--- config.mk ---
export PLATFORM = sky130hd
export DESIGN_NAME = hamming_secded_stream_decode_flat
export DESIGN_NICKNAME = d
export VERILOG_FILES = /design/src/rtl/hamming_secded_stream_decode_pkg.sv /design/src/rtl/hamming_secded_stream_decode_if.sv /design/src/rtl/hamming_secded_stream_decode_syndrome.sv /design/src/rtl/hamming_secded_stream_decode.sv /design/src/flat_wrapper.sv
export SDC_FILE = /design/constraint.sdc
export NUM_CORES = 1
export LEC_CHECK = 0
export ABC_AREA = 1
export BUFFER_PORTS_ARGS = -buffer_cell sky130_fd_sc_hd__buf_4
export CORE_MARGIN = 2
export CORE_UTILIZATION = 30
export DETAILED_ROUTE_END_ITERATION = 12
export MAX_ROUTING_LAYER = met4
export RECOVER_POWER = 100
export SYNTH_ARGS = -nofsm -noshare
export SYNTH_HDL_FRONTEND = slang
export SYNTH_SLANG_ARGS = --single-unit
--- constraint.sdc ---
create_clock -name clk -period 2.95 [get_ports clk]
set_input_delay 0.59 -clock clk [delete_from_list [all_inputs] [get_ports clk]]
set_output_delay 0.59 -clock clk [all_outputs]
set_load 0.005 [all_outputs]
--- src/rtl/hamming_secded_stream_decode_pkg.sv ---
// Shared types and width helpers for the SECDED Hamming codec family.
package hamming_secded_stream_decode_pkg;

    typedef enum logic [1:0] {
        HAM_OK            = 2'd0,
        HAM_CORRECTED     = 2'd1,
        HAM_UNCORRECTABLE = 2'd2
    } ham_status_t;

    // Smallest r with 2^r >= data_width + r + 1.
    function automatic int hamming_address_width(input int data_width);
        for (int r = 1; r < 31; r++) begin
            if ((1 << r) >= data_width + r + 1) return r;
        end
        return 31;
    endfunction

    function automatic int hamming_coded_width(input int data_width);
        return data_width + hamming_address_width(data_width) + 1;
    endfunction

    // Position 0 (overall parity) and every power of two carry parity.
    function automatic bit hamming_is_parity_pos(input int pos);
        return (pos & (pos - 1)) == 0;
    endfunction

endpackage

--- src/rtl/hamming_secded_stream_decode_if.sv ---
// Codeword-in / payload-out stream pair with valid/ready on both sides.
interface hamming_secded_stream_decode_if #(
    parameter int DATA_WIDTH = 32
);
    import hamming_secded_stream_decode_pkg::*;

    localparam int ADDR_WIDTH  = hamming_address_width(DATA_WIDTH);
    localparam int CODED_WIDTH = hamming_coded_width(DATA_WIDTH);

    logic                   in_valid;
    logic                   in_ready;
    logic [CODED_WIDTH-1:0] in_data;
    logic                   out_valid;
    logic                   out_ready;
    logic [DATA_WIDTH-1:0]  out_data;
    ham_status_t            out_status;
    logic [ADDR_WIDTH-1:0]  out_location;

    modport master (
        output in_valid, in_data, out_ready,
        input  in_ready, out_valid, out_data, out_status, out_location
    );

    modport slave (
        input  in_valid, in_data, out_ready,
        output in_ready, out_valid, out_data, out_status, out_location
    );

endinterface

--- src/rtl/hamming_secded_stream_decode_syndrome.sv ---
// Combinational syndrome (XOR of set-bit indices) and overall parity of a codeword.
module hamming_syndrome
    import hamming_secded_stream_decode_pkg::*;
#(
    parameter  int DATA_WIDTH  = 32,
    localparam int ADDR_WIDTH  = hamming_address_width(DATA_WIDTH),
    localparam int CODED_WIDTH = hamming_coded_width(DATA_WIDTH)
) (
    input  logic [CODED_WIDTH-1:0] code,
    output logic [ADDR_WIDTH-1:0]  syndrome,
    output logic                   parity
);

    always_comb begin
        syndrome = '0;
        for (int i = 0; i < CODED_WIDTH; i++) begin
            if (code[i]) syndrome = syndrome ^ ADDR_WIDTH'(i);
        end
    end

    assign parity = ^code;

endmodule

--- src/rtl/hamming_secded_stream_decode.sv ---
// Two-stage streaming SECDED decoder with saturating corrected/uncorrectable counters.
module hamming_secded_stream_decode
    import hamming_secded_stream_decode_pkg::*;
#(
    parameter int DATA_WIDTH = 32,
    parameter bit CORRECT_EN = 1'b1,
    parameter int CNT_WIDTH  = 16
) (
    input  logic                          clk,
    input  logic                          rst_n,
    hamming_secded_stream_decode_if.slave bus,
    input  logic                          cnt_clear,
    output logic [CNT_WIDTH-1:0]          corr_count,
    output logic [CNT_WIDTH-1:0]          uncorr_count
);

    localparam int ADDR_WIDTH  = hamming_address_width(DATA_WIDTH);
    localparam int CODED_WIDTH = hamming_coded_width(DATA_WIDTH);

    logic                   s1_valid;
    logic                   s1_par;
    logic [ADDR_WIDTH-1:0]  s1_syn;
    logic [CODED_WIDTH-1:0] s1_code;
    logic [ADDR_WIDTH-1:0]  syn_c;
    logic                   par_c;
    logic                   s1_adv;
    logic                   s2_adv;
    logic                   syn_in_range;
    ham_status_t            cls_status;
    logic [ADDR_WIDTH-1:0]  cls_loc;
    logic [CODED_WIDTH-1:0] flip_mask;
    logic [CODED_WIDTH-1:0] fixed_code;
    logic [DATA_WIDTH-1:0]  unpacked;

    hamming_syndrome #(.DATA_WIDTH(DATA_WIDTH)) u_syndrome (
        .code     (bus.in_data),
        .syndrome (syn_c),
        .parity   (par_c)
    );

    assign s2_adv      = !bus.out_valid || bus.out_ready;
    assign s1_adv      = !s1_valid || s2_adv;
    assign bus.in_ready = s1_adv;

    always_ff @(posedge clk) begin
        if (!rst_n) begin
            s1_valid <= 1'b0;
            s1_par   <= 1'b0;
            s1_syn   <= '0;
            s1_code  <= '0;
        end else if (s1_adv) begin
            s1_valid <= bus.in_valid;
            if (bus.in_valid) begin
                s1_par  <= par_c;
                s1_syn  <= syn_c;
                s1_code <= bus.in_data;
            end
        end
    end

    // Zero-extended so a coded width of exactly 2^ADDR_WIDTH still compares correctly.
    assign syn_in_range = {1'b0, s1_syn} < (ADDR_WIDTH + 1)'(CODED_WIDTH);

    always_comb begin
        cls_status = HAM_OK;
        cls_loc    = '0;
        flip_mask  = '0;
        if (s1_par) begin
            cls_loc = s1_syn;
            if (syn_in_range) begin
                cls_status = HAM_CORRECTED;
                if (CORRECT_EN) flip_mask = CODED_WIDTH'(1) << s1_syn;
            end else begin
                cls_status = HAM_UNCORRECTABLE;
            end
        end else if (s1_syn != '0) begin
            cls_status = HAM_UNCORRECTABLE;
            cls_loc    = s1_syn;
        end
    end

    assign fixed_code = s1_code ^ flip_mask;

    always_comb begin
        int k;
        unpacked = '0;
        k        = 0;
        for (int pos = 1; pos < CODED_WIDTH; pos++) begin
            if (!hamming_is_parity_pos(pos)) begin
                unpacked[k] = fixed_code[pos];
                k++;
            end
        end
    end

    always_ff @(posedge clk) begin
        if (!rst_n) begin
            bus.out_valid    <= 1'b0;
            bus.out_data     <= '0;
            bus.out_status   <= HAM_OK;
            bus.out_location <= '0;
        end else if (s2_adv) begin
            bus.out_valid <= s1_valid;
            if (s1_valid) begin
                bus.out_data     <= unpacked;
                bus.out_status   <= cls_status;
                bus.out_location <= cls_loc;
            end
        end
    end

    always_ff @(posedge clk) begin
        if (!rst_n || cnt_clear) begin
            corr_count   <= '0;
            uncorr_count <= '0;
        end else if (bus.out_valid && bus.out_ready) begin
            if (bus.out_status == HAM_CORRECTED && corr_count != '1)
                corr_count <= corr_count + 1'b1;
            if (bus.out_status == HAM_UNCORRECTABLE && uncorr_count != '1)
                uncorr_count <= uncorr_count + 1'b1;
        end
    end

endmodule

--- src/flat_wrapper.sv ---
// flat-port wrapper written by rule: the top's interface ports become plain ports
module hamming_secded_stream_decode_flat import hamming_secded_stream_decode_pkg::*;
#(
    parameter int DATA_WIDTH = 32,
    parameter bit CORRECT_EN = 1'b1,
    parameter int CNT_WIDTH  = 16
)
  (clk, rst_n, cnt_clear, corr_count, uncorr_count, bus_in_valid, bus_in_data, bus_out_ready, bus_in_ready, bus_out_valid, bus_out_data, bus_out_status, bus_out_location);
  hamming_secded_stream_decode_if #(.DATA_WIDTH(DATA_WIDTH)) bus_i ();
  input  logic clk;
  input  logic rst_n;
  input  logic cnt_clear;
  output logic [CNT_WIDTH-1:0] corr_count;
  output logic [CNT_WIDTH-1:0] uncorr_count;
  input wire logic [$bits(bus_i.in_valid)-1:0] bus_in_valid;
  input wire logic [$bits(bus_i.in_data)-1:0] bus_in_data;
  input wire logic [$bits(bus_i.out_ready)-1:0] bus_out_ready;
  output wire logic [$bits(bus_i.in_ready)-1:0] bus_in_ready;
  output wire logic [$bits(bus_i.out_valid)-1:0] bus_out_valid;
  output wire logic [$bits(bus_i.out_data)-1:0] bus_out_data;
  output wire logic [$bits(bus_i.out_status)-1:0] bus_out_status;
  output wire logic [$bits(bus_i.out_location)-1:0] bus_out_location;
  assign bus_i.in_valid = bus_in_valid;
  assign bus_i.in_data = bus_in_data;
  assign bus_i.out_ready = bus_out_ready;
  assign bus_in_ready = bus_i.in_ready;
  assign bus_out_valid = bus_i.out_valid;
  assign bus_out_data = bus_i.out_data;
  assign bus_out_status = bus_i.out_status;
  assign bus_out_location = bus_i.out_location;
  hamming_secded_stream_decode #(.DATA_WIDTH(DATA_WIDTH), .CORRECT_EN(CORRECT_EN), .CNT_WIDTH(CNT_WIDTH)) u_core (.clk(clk), .rst_n(rst_n), .bus(bus_i), .cnt_clear(cnt_clear), .corr_count(corr_count), .uncorr_count(uncorr_count));
endmodule
After elaboration in Yosys (flattened, before gate mapping)
Index checks and enable logic that the tools add are counted.
{ "totals": {"ramBits": 0, "in_bits": 44, "mem_bits_ro": 0, "output_inout_bits": 74, "n_memories": 0, "latchBits": 0, "regBits": 120, "wordCells": 116} }
{ "classes": {"n_eq_ne": 4, "bitwise": 38, "div_mod_pow": 0, "addsub": 2, "reduce_logical": 15, "n_mul": 0, "shifts": 1, "n_lt_le_gt_ge": 1, "mux": 45} }
{ "ops": {"columns": ["operator", "count"], "rows": [
  ["$mux 5", 16],
  ["$mux 39", 2],
  ["$mux 6", 9],
  ["$not 3->3", 13],
  ["$reduce_xor 39->1", 1],
  ["$shl 1x6->39 const A", 1],
  ["$xor 39x39->39", 1],
  ["$add 16x1->16 const B", 2],
  ["$mux 4", 8],
  ["$ne 16x16->1 const B", 2],
  ["$not 2->2", 13],
  ["$not 4->4", 5],
  ["$mux 3", 4],
  ["$mux 2", 5],
  ["$reduce_and 2->1", 4],
  ["$lt 6x6->1 const B", 1],
  ["$reduce_bool 6->1", 1],
  ["$not 1->1 const A", 5],
  ["$not 5->5", 1],
  ["$logic_and 1x1->1", 3],
  ["$logic_not 1->1", 3],
  ["$logic_or 1x1->1", 3],
  ["$eq 2x1->1 const B", 1],
  ["$eq 2x2->1 const B", 1],
  ["$mux 1", 1]
]} }

Depth between registers and ports, before layout
Gate-level depths: netlist (run 1).
{ "depth": {"word_depth": 70, "mapped_depth": 16} }

By module
A second synthesis (run 1) with hierarchy kept.
{ "hier_totals": {"cells_unflattened": 1104, "hier_area_um2": 6775.2} }
{ "modules_own_cells": {"columns": ["module", "area_per_inst_um2", "instances", "seq_area_each_um2", "cells_per_inst"], "rows": [
  ["hamming_secded_stream_decode", 5451.5, 1, 2262.2, 819],
  ["hamming_syndrome", 1323.8, 1, 0.0, 285]
]} }

Worst setup path before layout (run 1)
OpenSTA, ideal clock, no wires.
{ "synth_path": {"kind": "input port to flip-flop", "from": "input bus_in_data[7]", "to": "register u_core.s1_syn[1]", "slack_ps": 1232, "t_arrival_ps": 1609, "n_path_buf": 1, "cell_stages": 12, "setup_ps": 109, "path_cell_list": "buf_2 -> xnor2_1 -> xor2_1 -> inv_1 -> nand2_1 -> nand2_1 -> nand2_1 -> nand2_1 -> nand2_1 -> nand3_1 -> nand2_1 -> inv_1"} }
{ "synth_between": {"elab_chain_len": 47} }
{ "synth_rtl": {"columns": ["item", "line_no", "source"], "rows": [
  ["from (decl)", "flat_wrapper.sv:16", "input wire logic [$bits(bus_i.in_data)-1:0] bus_in_data;"],
  ["$mux 3 *", "hamming_secded_stream_decode_syndrome.sv:17", "if (code[i]) syndrome = syndrome ^ ADDR_WIDTH'(i);"],
  ["$mux 4 * (2 in series)", "hamming_secded_stream_decode_syndrome.sv:17", null],
  ["$not 2->2 (no source line)", null, null],
  ["$mux 4 *", "hamming_secded_stream_decode_syndrome.sv:17", null],
  ["$not 3->3 (no source line)", null, null],
  ["$mux 4 * (3 in series)", "hamming_secded_stream_decode_syndrome.sv:17", null],
  ["$not 3->3 (no source line)", null, null],
  ["$mux 4 *", "hamming_secded_stream_decode_syndrome.sv:17", null],
  ["(+25 left out)", null, null],
  ["$mux 5 *", "hamming_secded_stream_decode_syndrome.sv:17", null],
  ["$mux 6 * (2 in series)", "hamming_secded_stream_decode_syndrome.sv:17", null],
  ["$not 2->2 (no source line)", null, null],
  ["$mux 6 *", "hamming_secded_stream_decode_syndrome.sv:17", null],
  ["$not 3->3 (no source line)", null, null],
  ["$mux 6 * (3 in series)", "hamming_secded_stream_decode_syndrome.sv:17", null],
  ["$not 3->3 (no source line)", null, null],
  ["$mux 6 *", "hamming_secded_stream_decode_syndrome.sv:17", null],
  ["to (signal assigned)", "hamming_secded_stream_decode.sv:55", "s1_syn <= syn_c;"],
  ["to (decl)", "hamming_secded_stream_decode.sv:22", "logic [ADDR_WIDTH-1:0] s1_syn;"]
]} }
Every way passes the cells marked *; elsewhere a longest branch is shown, timed or not.
A chain may end at the register's enable or synchronous reset.

Final worst setup path (run 1)
{ "layout_path": {"from": "register u_core.s1_syn[4]", "to": "register u_core.bus.out_data[19]"} }
{ "layout_between": {"elab_chain_len": 4, "word_cells_on_any_way": 5, "cone_classes": "order compare (1); shift (1); mux (2); bitwise (1)"} }
{ "layout_rtl": {"columns": ["item", "line_no", "source"], "rows": [
  ["$lt 6x6->1 or $shl 1x6->39 (tied branches)", "hamming_secded_stream_decode.sv:62, hamming_secded_stream_decode.sv:72", null],
  ["$mux 39 *", "hamming_secded_stream_decode.sv:70", "if (syn_in_range) begin"],
  ["$mux 39 *", "hamming_secded_stream_decode.sv:68", "if (s1_par) begin"],
  ["$xor 39x39->39 *", "hamming_secded_stream_decode.sv:82", "assign fixed_code = s1_code ^ flip_mask;"],
  ["to (signal assigned)", "hamming_secded_stream_decode.sv:105", "bus.out_data <= unpacked;"],
  ["to (decl)", "hamming_secded_stream_decode_if.sv:26", "output in_ready, out_valid, out_data, out_status, out_location"]
]} }
Marked as above.

==> results of run 1 <==
[worst max-delay path by stage]
stage                                      endpoint  slack [ns]  cells past startpoint
2_1_floorplan         u_core.s1_syn[1]$_SDFFE_PN0P_        1.23                     12
3_3_place_gp   u_core.bus.out_data[31]$_SDFFE_PN0P_        0.96                      9
3_5_place_dp   u_core.bus.out_data[22]$_SDFFE_PN0P_        0.94                      9
4_1_cts           u_core.corr_count[2]$_SDFFE_PP0P_        1.11                      9
5_1_grt        u_core.bus.out_data[20]$_SDFFE_PN0P_        0.46                      9
6_report       u_core.bus.out_data[19]$_SDFFE_PN0P_        0.67                      9
[cell usage after synthesis, drive strengths merged (2+ instances only)]
cell / count / area, sq um
nand2: 226 / 861
inv: 142 / 536
dfxtp: 113 / 2260
nor2: 102 / 393
o21ai: 88 / 452
a21oi: 59 / 295
nand3: 37 / 190
nor3: 33 / 181
xnor2: 33 / 289
xor2: 27 / 236
clkbuf: 26 / 97.6
o221ai: 20 / 175
nand4: 8 / 50.1
buf: 7 / 41.3
o211ai: 5 / 37.5
clkinv: 2 / 7.51
ha: 2 / 25.0
nand3b: 2 / 15.0
nor4: 2 / 18.8
[area by class of cell]
class | count | share of cell area [%]
clock buffer | 18 | 5.62
inverter | 144 | 6.95
clock inverter | 14 | 2.31
multi-input combinational | 649 | 41.0
sequential | 113 | 28.9
timing repair buffer | 122 | 10.8
tap | 270 | 4.32
[registers in the layout, summed over array words and instances (netlist names)]
name,cells
u_core.bus.out_data,32
u_core.s1_par,1
u_core.bus.out_location,6
u_core.s1_code,32
u_core.corr_count,16
u_core.bus.out_valid,1
u_core.bus.out_status,2
u_core.s1_valid,1
u_core.s1_syn,6
u_core.uncorr_count,16
[through the flow]
step           hold slack (ns)  area [sq um]  setup WS (ns)  cells
2_1_floorplan            0.434          6200           1.23    939
3_3_place_gp             0.446          7330          0.961   1298
3_5_place_dp             0.457          7330          0.943   1298
4_1_cts                  0.445          7950           1.11   1330
5_1_grt                  0.486          7820          0.464   1330
6_report                 0.460          7820          0.670   1330
[critical path: stages, from the launching register on]
cell      delay [ns]
dfxtp_1         0.39
inv_2           0.08
nor3_1          0.42
inv_1           0.26
nor2_1          0.35
inv_2           0.20
o21ai_0         0.20
nand2_1         0.07
o221ai_1        0.14
inv_1           0.05
[logic make-up (layout without fill, tap and decap cells)]
logic type,count (synthesis),after routing,synth area share (%)
AND/OR/NAND/NOR,412,412,27.8
buffers and inverters,177,298,11.0
AO/OA/AOI/OAI,175,175,15.8
flip-flops,113,113,36.5
XOR/XNOR,60,60,8.48
adder cells (fa/ha/maj),2,2,0.404
[routing by layer]
metal	GRT usage (%)	up-vias	share of wire [%]
li1	-	3220	-
met1	23.0	2705	49
met2	25.5	182	44
met3	3.73	15	6.2
met4	4.66	0	0.81
met5	-	-	0
[placed cells by master, fill, tap and decap left out, types with 2 or more instances in the layout]
| cell | Yosys | routed |
|---|---|---|
| nand2_1 | 221 | 225 |
| inv_1 | 135 | 139 |
| dfxtp_1 | 113 | 113 |
| nor2_1 | 100 | 102 |
| o21ai_0 | 83 | 83 |
| a21oi_1 | 59 | 59 |
| clkbuf_4 | 0 | 53 |
| buf_4 | 0 | 46 |
| nand3_1 | 36 | 37 |
| nor3_1 | 31 | 33 |
| xnor2_1 | 33 | 33 |
| xor2_1 | 27 | 27 |
| clkbuf_1 | 26 | 21 |
| o221ai_1 | 20 | 20 |
| clkbuf_16 | 0 | 17 |
| nand4_1 | 8 | 8 |
| clkinv_4 | 0 | 6 |
| o211ai_1 | 5 | 5 |
| inv_2 | 6 | 3 |
| o21ai_2 | 3 | 3 |
| bufinv_16 | 0 | 3 |
| nand3b_1 | 2 | 2 |
| nor4_1 | 1 | 2 |
| o21ai_1 | 2 | 2 |
| ha_1 | 2 | 2 |
| clkinvlp_4 | 0 | 2 |
| inv_6 | 0 | 2 |
[report_power, final]
group	internal [mW]	switching, mW
logic	0.268	0.418
clock network	1.36	0.766
registers	1.61	0.0774
==> out/summary.log, run 1 <==
qor: timing.max_slew.worst_pin.slew 0.782 ns
qor: power.power.total 4.50 mW
qor: timing.finalCritPeriodShare 77.3%
qor: power.p_per_area 576 mW/mm^2
qor: timing.slew_margin_rel 47.9%
qor: timing.totalNegativeSetupSlack 0 ns
qor: finish.finalNetCount 1,093
qor: finish.final_util 38.6%
qor: synth.synth.cell_area 0.00620 sq mm
qor: synth.synthFlopType dfxtp_1
qor: drt.drt_first_pass_iters 5
qor: synth.synth.net_count 985
qor: die.placementRows 52
qor: die.design.die.area 0.0218 sq mm
qor: timing.number_of_slew_limit_violations_in_the_final_report 0
qor: clock_network.clk-insertion-delay-late 0.42 ns
qor: hold_path.holdCritPathClass in2reg
qor: setup_path.ff2ff_setup_slack 0.67 ns
qor: die.dieHeight 148 um
qor: job.max_cap_viol_count 0
qor: drt.route.vias.total 6,122
qor: place.place_hpwl 13,400 um
qor: place.gp_congestion 0.838
qor: place.port_buffers 117
qor: hold_path.timing.hold.worst_path_depth 3
qor: timing.worst_clock_skew 0.0106 ns
qor: synth.edff_count_synth 0
qor: synth.yosys_register_bits 113
qor: clock_network.cts_root_buffer clkbuf_16
qor: status.status finished, final reports clean
qor: drt.routed_wirelength 17,700 um
qor: synth.synthDistinctLibCells 36
qor: drt.drtIter0Drc 340
qor: clock_network.clock_sink_count 113
qor: setup_path.timing.critical_path.required 3.26 ns
qor: synth.netlist_instances 939
qor: finish.regArea 0.00226 sq mm
qor: clock_network.postCtsResizedCells 0
qor: synth.synthArstFlopShare 0%
qor: timing.setup_viol 0
qor: setup_path.critical_path_class reg2reg
qor: finish.final_layout_size_suffix_gt1_share 13.3%
qor: global_route.gr-usage-all-layers 17.0%
qor: setup_path.worst_r2r_endpoint u_core.bus.out_data[19]$_SDFFE_PN0P_
qor: setup_path.worst-endpoint-arrival 2.59 ns
qor: drt.drt-vias-per-instance 4.60
qor: drt.drt.antenna.violating_nets 0
qor: drt.wl_per_cell 13.3 um
qor: clock_network.clockBufferDepth 2
qor: clock_network.cts_max_level 4
qor: setup_path.regToRegStartpoint u_core.s1_syn[4]$_SDFFE_PN0P_
qor: setup_path.path_max_fanout 12
qor: timing.layout_min_cycle_time 2.28 ns
qor: timing.total_count_of_hold_check_failures_in_the_final_report 0
qor: clock_network.tritoncts.num_buffers 17
qor: clock_network.cts.clk_slew.worst_paths 0.06 ns
qor: synth.yosysWarnings 0
qor: finish.fillers 2,156
qor: synth.synthesis.area_per_instance 6.60 sq um
qor: die.io-pin-count 118
qor: power.irDropWorstVdd 0.298 mV
qor: finish.area_growth_syn_to_layout 26.1%
qor: finish.antennaDiodeCount 0
qor: timing.unrepaired_setup_endpoints_after_global_routing false
qor: die.start_util 30.6%
qor: global_route.vias_in_the_first_global_route 5,489
qor: die.core 0.0202 sq mm
qor: setup_path.crit_path_end_kind flop
qor: drt.drcViolationCount 0
qor: global_route.grt_max_degree 67
qor: finish.multi_input_combinational_cell_area 0.00321 sq mm
qor: global_route.antenna_found_initial 0
qor: hold_path.hold_path.startpoint bus_in_data[28]
qor: clock_network.clock_tree_from_tritoncts built
qor: clock_network.hold_buffers 0
qor: setup_path.timing.critical_path.from_type flop
qor: setup_path.setup.worst_path.start u_core.s1_syn[4]$_SDFFE_PN0P_
qor: synth.synth-seq-area-share 36.5%
qor: timing.clock.fmax 439 MHz
qor: power.power.leakage 3.54 nW
qor: die.die_w 148 um
qor: clock_network.cts.repair_timing.setup_buffer_count 0
qor: global_route.globalRoute.totalOverflow 0
qor: setup_path.reg2reg_depth 9
qor: hold_path.hold_end u_core.s1_code[28]$_SDFFE_PN0P_
qor: global_route.first_pass_grt_wire_length 28,500 um
Power figures use the tool's default switching activity.
==> inputs of run 2 (changes only) <==
--- a/config.mk
+++ b/config.mk
@@ -5,7 +5,7 @@
 export SDC_FILE = /design/constraint.sdc
 export NUM_CORES = 1
 export LEC_CHECK = 0
-export ABC_AREA = 1
+export ABC_AREA = 0
 export BUFFER_PORTS_ARGS = -buffer_cell sky130_fd_sc_hd__buf_4
 export CORE_MARGIN = 2
 export CORE_UTILIZATION = 30
==> constraint.sdc (replaced) <==
create_clock -name clk -period 1.84 [get_ports clk]
set_input_delay 0.368 -clock clk [delete_from_list [all_inputs] [get_ports clk]]
set_output_delay 0.368 -clock clk [all_outputs]
set_load 0.005 [all_outputs]
==> run 2 against run 1 <==
Area after synthesis shrank 12%. Routed wire length fell by 16%. Synthesized cell count is 30% lower. Critical path type unchanged.
==> out/summary.log, run 2 <==
qor: status.status finished, final reports clean [unchanged]
qor: finish.reg.largest.list u_core.bus.out_data (32), u_core.s1_code (32) [unchanged]
qor: synth.synth.net_count 700 [was 985]
qor: timing.fin_worst_hold_slack 0.213 ns [was 0.460 ns]
qor: power.power.leakage 2.80 nW [was 3.54 nW]
qor: finish.final_common_cell nand2_1 [unchanged]
qor: clock_network.cts_root_buffer clkbuf_16 [unchanged]
qor: global_route.grt_max_degree 51 [was 67]
qor: timing.max_slew.worst_pin.slew 0.477 ns [was 0.782 ns]
qor: synth.edff_count_synth 0 [unchanged]
qor: die.placementRows 49 [was 52]
qor: die.dieHeight 139 um [was 148 um]
qor: synth.netlist_instances 654 [was 939]
qor: synth.synth_largest_area_cell dfxtp_1 [unchanged]
qor: clock_network.cts_max_level 4 [unchanged]
qor: die.core 0.0179 sq mm [was 0.0202 sq mm]
qor: drt.route.vias.total 4,946 [was 6,122]
qor: global_route.vias_in_the_first_global_route 4,674 [was 5,489]
qor: setup_path.worst-endpoint-arrival 2.03 ns [was 2.59 ns]
qor: global_route.gr-usage-all-layers 16.3% [was 17.0%]
qor: drt.drt-vias-per-instance 4.74 [was 4.60]
qor: synth.synthesis.area_per_instance 8.34 sq um [was 6.60 sq um]
qor: clock_network.tritoncts.num_buffers 17 [unchanged]
qor: finish.finalNetCount 848 [was 1,093]
qor: setup_path.critical_path_class reg2reg [unchanged]
qor: finish.area_growth_syn_to_layout 35.9% [was 26.1%]
qor: clock_network.clk-insertion-delay-late 0.41 ns [was 0.42 ns]
qor: synth.synthDistinctLibCells 43 [was 36]
qor: setup_path.path_max_fanout 4 [was 12]
qor: clock_network.clockBufferDepth 2 [unchanged]
qor: global_route.antenna_found_initial 0 [unchanged]
qor: drt.drt_first_pass_iters 5 [unchanged]
qor: timing.number_of_slew_limit_violations_in_the_final_report 0 [unchanged]
qor: synth.synthArstFlopShare 0% [unchanged]
qor: finish.layout_common_cells nand2_1 (114), dfxtp_1 (112), buf_4 (93) [was nand2_1 (225), inv_1 (139), dfxtp_1 (113)]
qor: clock_network.clock_tree_from_tritoncts built [unchanged]
qor: place.port_buffers 117 [unchanged]
qor: die.io-pin-count 118 [unchanged]
qor: clock_network.cts.repair_timing.setup_buffer_count 0 [unchanged]
qor: die.die_w 139 um [was 148 um]
qor: synth.synthFlopType dfxtp_1 [unchanged]
qor: synth.yosysWarnings 0 [unchanged]
qor: timing.totalNegativeSetupSlack 0 ns [unchanged]
qor: drt.drt.antenna.violating_nets 0 [unchanged]
qor: die.design.die.area 0.0193 sq mm [was 0.0218 sq mm]
qor: power.p_per_area 1030 mW/mm^2 [was 576 mW/mm^2]
qor: setup_path.timing.critical_path.from_type flop [unchanged]
qor: clock_network.clock_sink_count 113 [unchanged]
qor: global_route.globalRoute.totalOverflow 0 [unchanged]
qor: synth.synthTopCellsByArea dfxtp_1 (41%), xnor2_1 (9.8%), nand2_1 (7.8%), xor2_1 (7.4%), nor2_1 (5.6%) [was dfxtp_1 (36%), nand2_1 (13%), inv_1 (8.2%), o21ai_0 (6.7%), nor2_1 (6.1%)]
qor: synth.yosysMostFrequentCell nand2_1 [unchanged]
qor: power.irDropWorstVdd 0.581 mV [was 0.298 mV]
qor: timing.clock.fmax 573 MHz [was 439 MHz]
qor: timing.setup_viol 0 [unchanged]
qor: synth.yosysTopAreaCellShare 41.5% [was 36.5%]
qor: die.start_util 30.5% [was 30.6%]
qor: timing.finalCritPeriodShare 94.8% [was 77.3%]
qor: drt.drtIter0Drc 310 [was 340]
qor: finish.final_layout_size_suffix_gt1_share 21.6% [was 13.3%]
qor: synth.synth.cell_area 0.00546 sq mm [was 0.00620 sq mm]
qor: global_route.first_pass_grt_wire_length 24,300 um [was 28,500 um]
qor: drt.drcViolationCount 0 [unchanged]
qor: timing.layout_min_cycle_time 1.75 ns [was 2.28 ns]
qor: synth.yosys_register_bits 113 [unchanged]
qor: timing.total_count_of_hold_check_failures_in_the_final_report 0 [unchanged]
qor: drt.wl_per_cell 14.3 um [was 13.3 um]
qor: timing.worst_clock_skew 0.0108 ns [was 0.0106 ns]
qor: job.max_cap_viol_count 0 [unchanged]
qor: finish.antennaDiodeCount 0 [unchanged]
qor: power.power.total 7.60 mW [was 4.50 mW]
qor: synth.synth-seq-area-share 41.5% [was 36.5%]
qor: setup_path.timing.critical_path.required 2.13 ns [was 3.26 ns]
qor: timing.slew_margin_rel 68.2% [was 47.9%]
qor: drt.routed_wirelength 14,900 um [was 17,700 um]
qor: place.place_hpwl 11,200 um [was 13,400 um]
qor: clock_network.cts.clk_slew.worst_paths 0.05 ns [was 0.06 ns]
qor: synth.synthTopCellsByCount nand2_1 (114), dfxtp_1 (113), nor2_1 (81) [was nand2_1 (221), inv_1 (135), dfxtp_1 (113)]
qor: hold_path.holdCritPathClass in2reg [unchanged]
qor: place.gp_congestion 0.825 [was 0.838]
qor: timing.unrepaired_setup_endpoints_after_global_routing true [was false]
qor: setup_path.crit_path_end_kind flop [unchanged]
run 2: cell types whose count changed in the layout (fill, tap and decap cells not counted), sizes merged, moves of 11 or more:
cell / previous run / this run
inv: 145 / 3
nand2: 226 / 115
o21ai: 88 / 17
buf: 47 / 96
nor3: 33 / 4
xnor2: 33 / 62
nor2: 102 / 81
a211oi: 1 / 21
o221ai: 20 / 0
xor2: 27 / 46
nand3: 37 / 19
or3: 0 / 17
a311oi: 0 / 14
a21oi: 59 / 48
run 2: logic make-up after synthesis:
logic type                 count (synthesis)  synth area share [%]
AOI/OAI and AO/OA                        105                  11.9
DFF                                      113                  41.5
muxes                                      2                 0.367
adders and majority gates                  2                 0.459
xor gates and xnor gates                 112                  19.1
buffers and inverters                     40                  2.94
and+or+nand+nor                          280                  23.7
run 2: stage by stage:
stage               setup WS (ns)  cell area [sq um]  util, %  std cells
global route             -0.00582               7420     41.4       1044
global placement          -0.0388               6910     38.6       1012
floorplan                  0.0957               5460        -        654
CTS                         0.103               7540     42.1       1044
finish                     0.0949               7420     41.4       1044
detailed placement       -0.00597               6910     38.6       1012
run 2: worst paths after layout:
path | start | end | slack [ns] | cells after the start
max | u_core.bus.out_valid$_SDFFE_PN0P_ | u_core.uncorr_count[13]$_SDFFE_PP0P_ | 0.09 | 6
min | bus_in_valid | u_core.s1_valid$_SDFFE_PN0N_ | 0.21 | 3
max reg2reg | u_core.bus.out_valid$_SDFFE_PN0P_ | u_core.uncorr_count[13]$_SDFFE_PP0P_ | 0.09 | 6
min reg2reg | u_core.bus.out_location[0]$_SDFFE_PN0P_ | u_core.bus.out_location[0]$_SDFFE_PN0P_ | 0.45 | 2
run 2: area by class of cell:
type	instances	area, sq um
inverter	3	11.3
tap	229	287
sequential	113	2260
multi-input combinational	501	3070
clock inverter	8	124
fill	1863	10500
clock buffer	24	512
timing repair buffer	166	1150
run 2: power breakdown:
group | total (mW) | switching, mW | internal (mW)
Sequential | 2.74 | 0.145 | 2.60
Combinational | 1.41 | 0.698 | 0.708
Clock | 3.46 | 1.11 | 2.34
Total | 7.60 | 1.96 | 5.65
run 2: routing by layer:
metal	part of all wire (%)	up-vias	wire length, um	GRT usage (%)
met5	0	-	0	-
met4	1.6	0	233	5.16
met3	5.0	15	738	3.63
met2	45	143	6780	24.2
met1	48	2274	7150	22.1
li1	-	2514	-	-
run 2: critical path, cell delays in order (launching register included):
cell and delay, ns:
dfxtp_1 0.39, nand4b_1 0.15, or3_1 0.42, nor4b_2 0.33, nand4_1 0.15, xor2_1 0.14
nor2_1 0.05
run 2: timing repair:
action,4_1_cts,5_1_grt
setup endpoints to repair,0,10
resized for setup,0,5
hold buffers,0,0
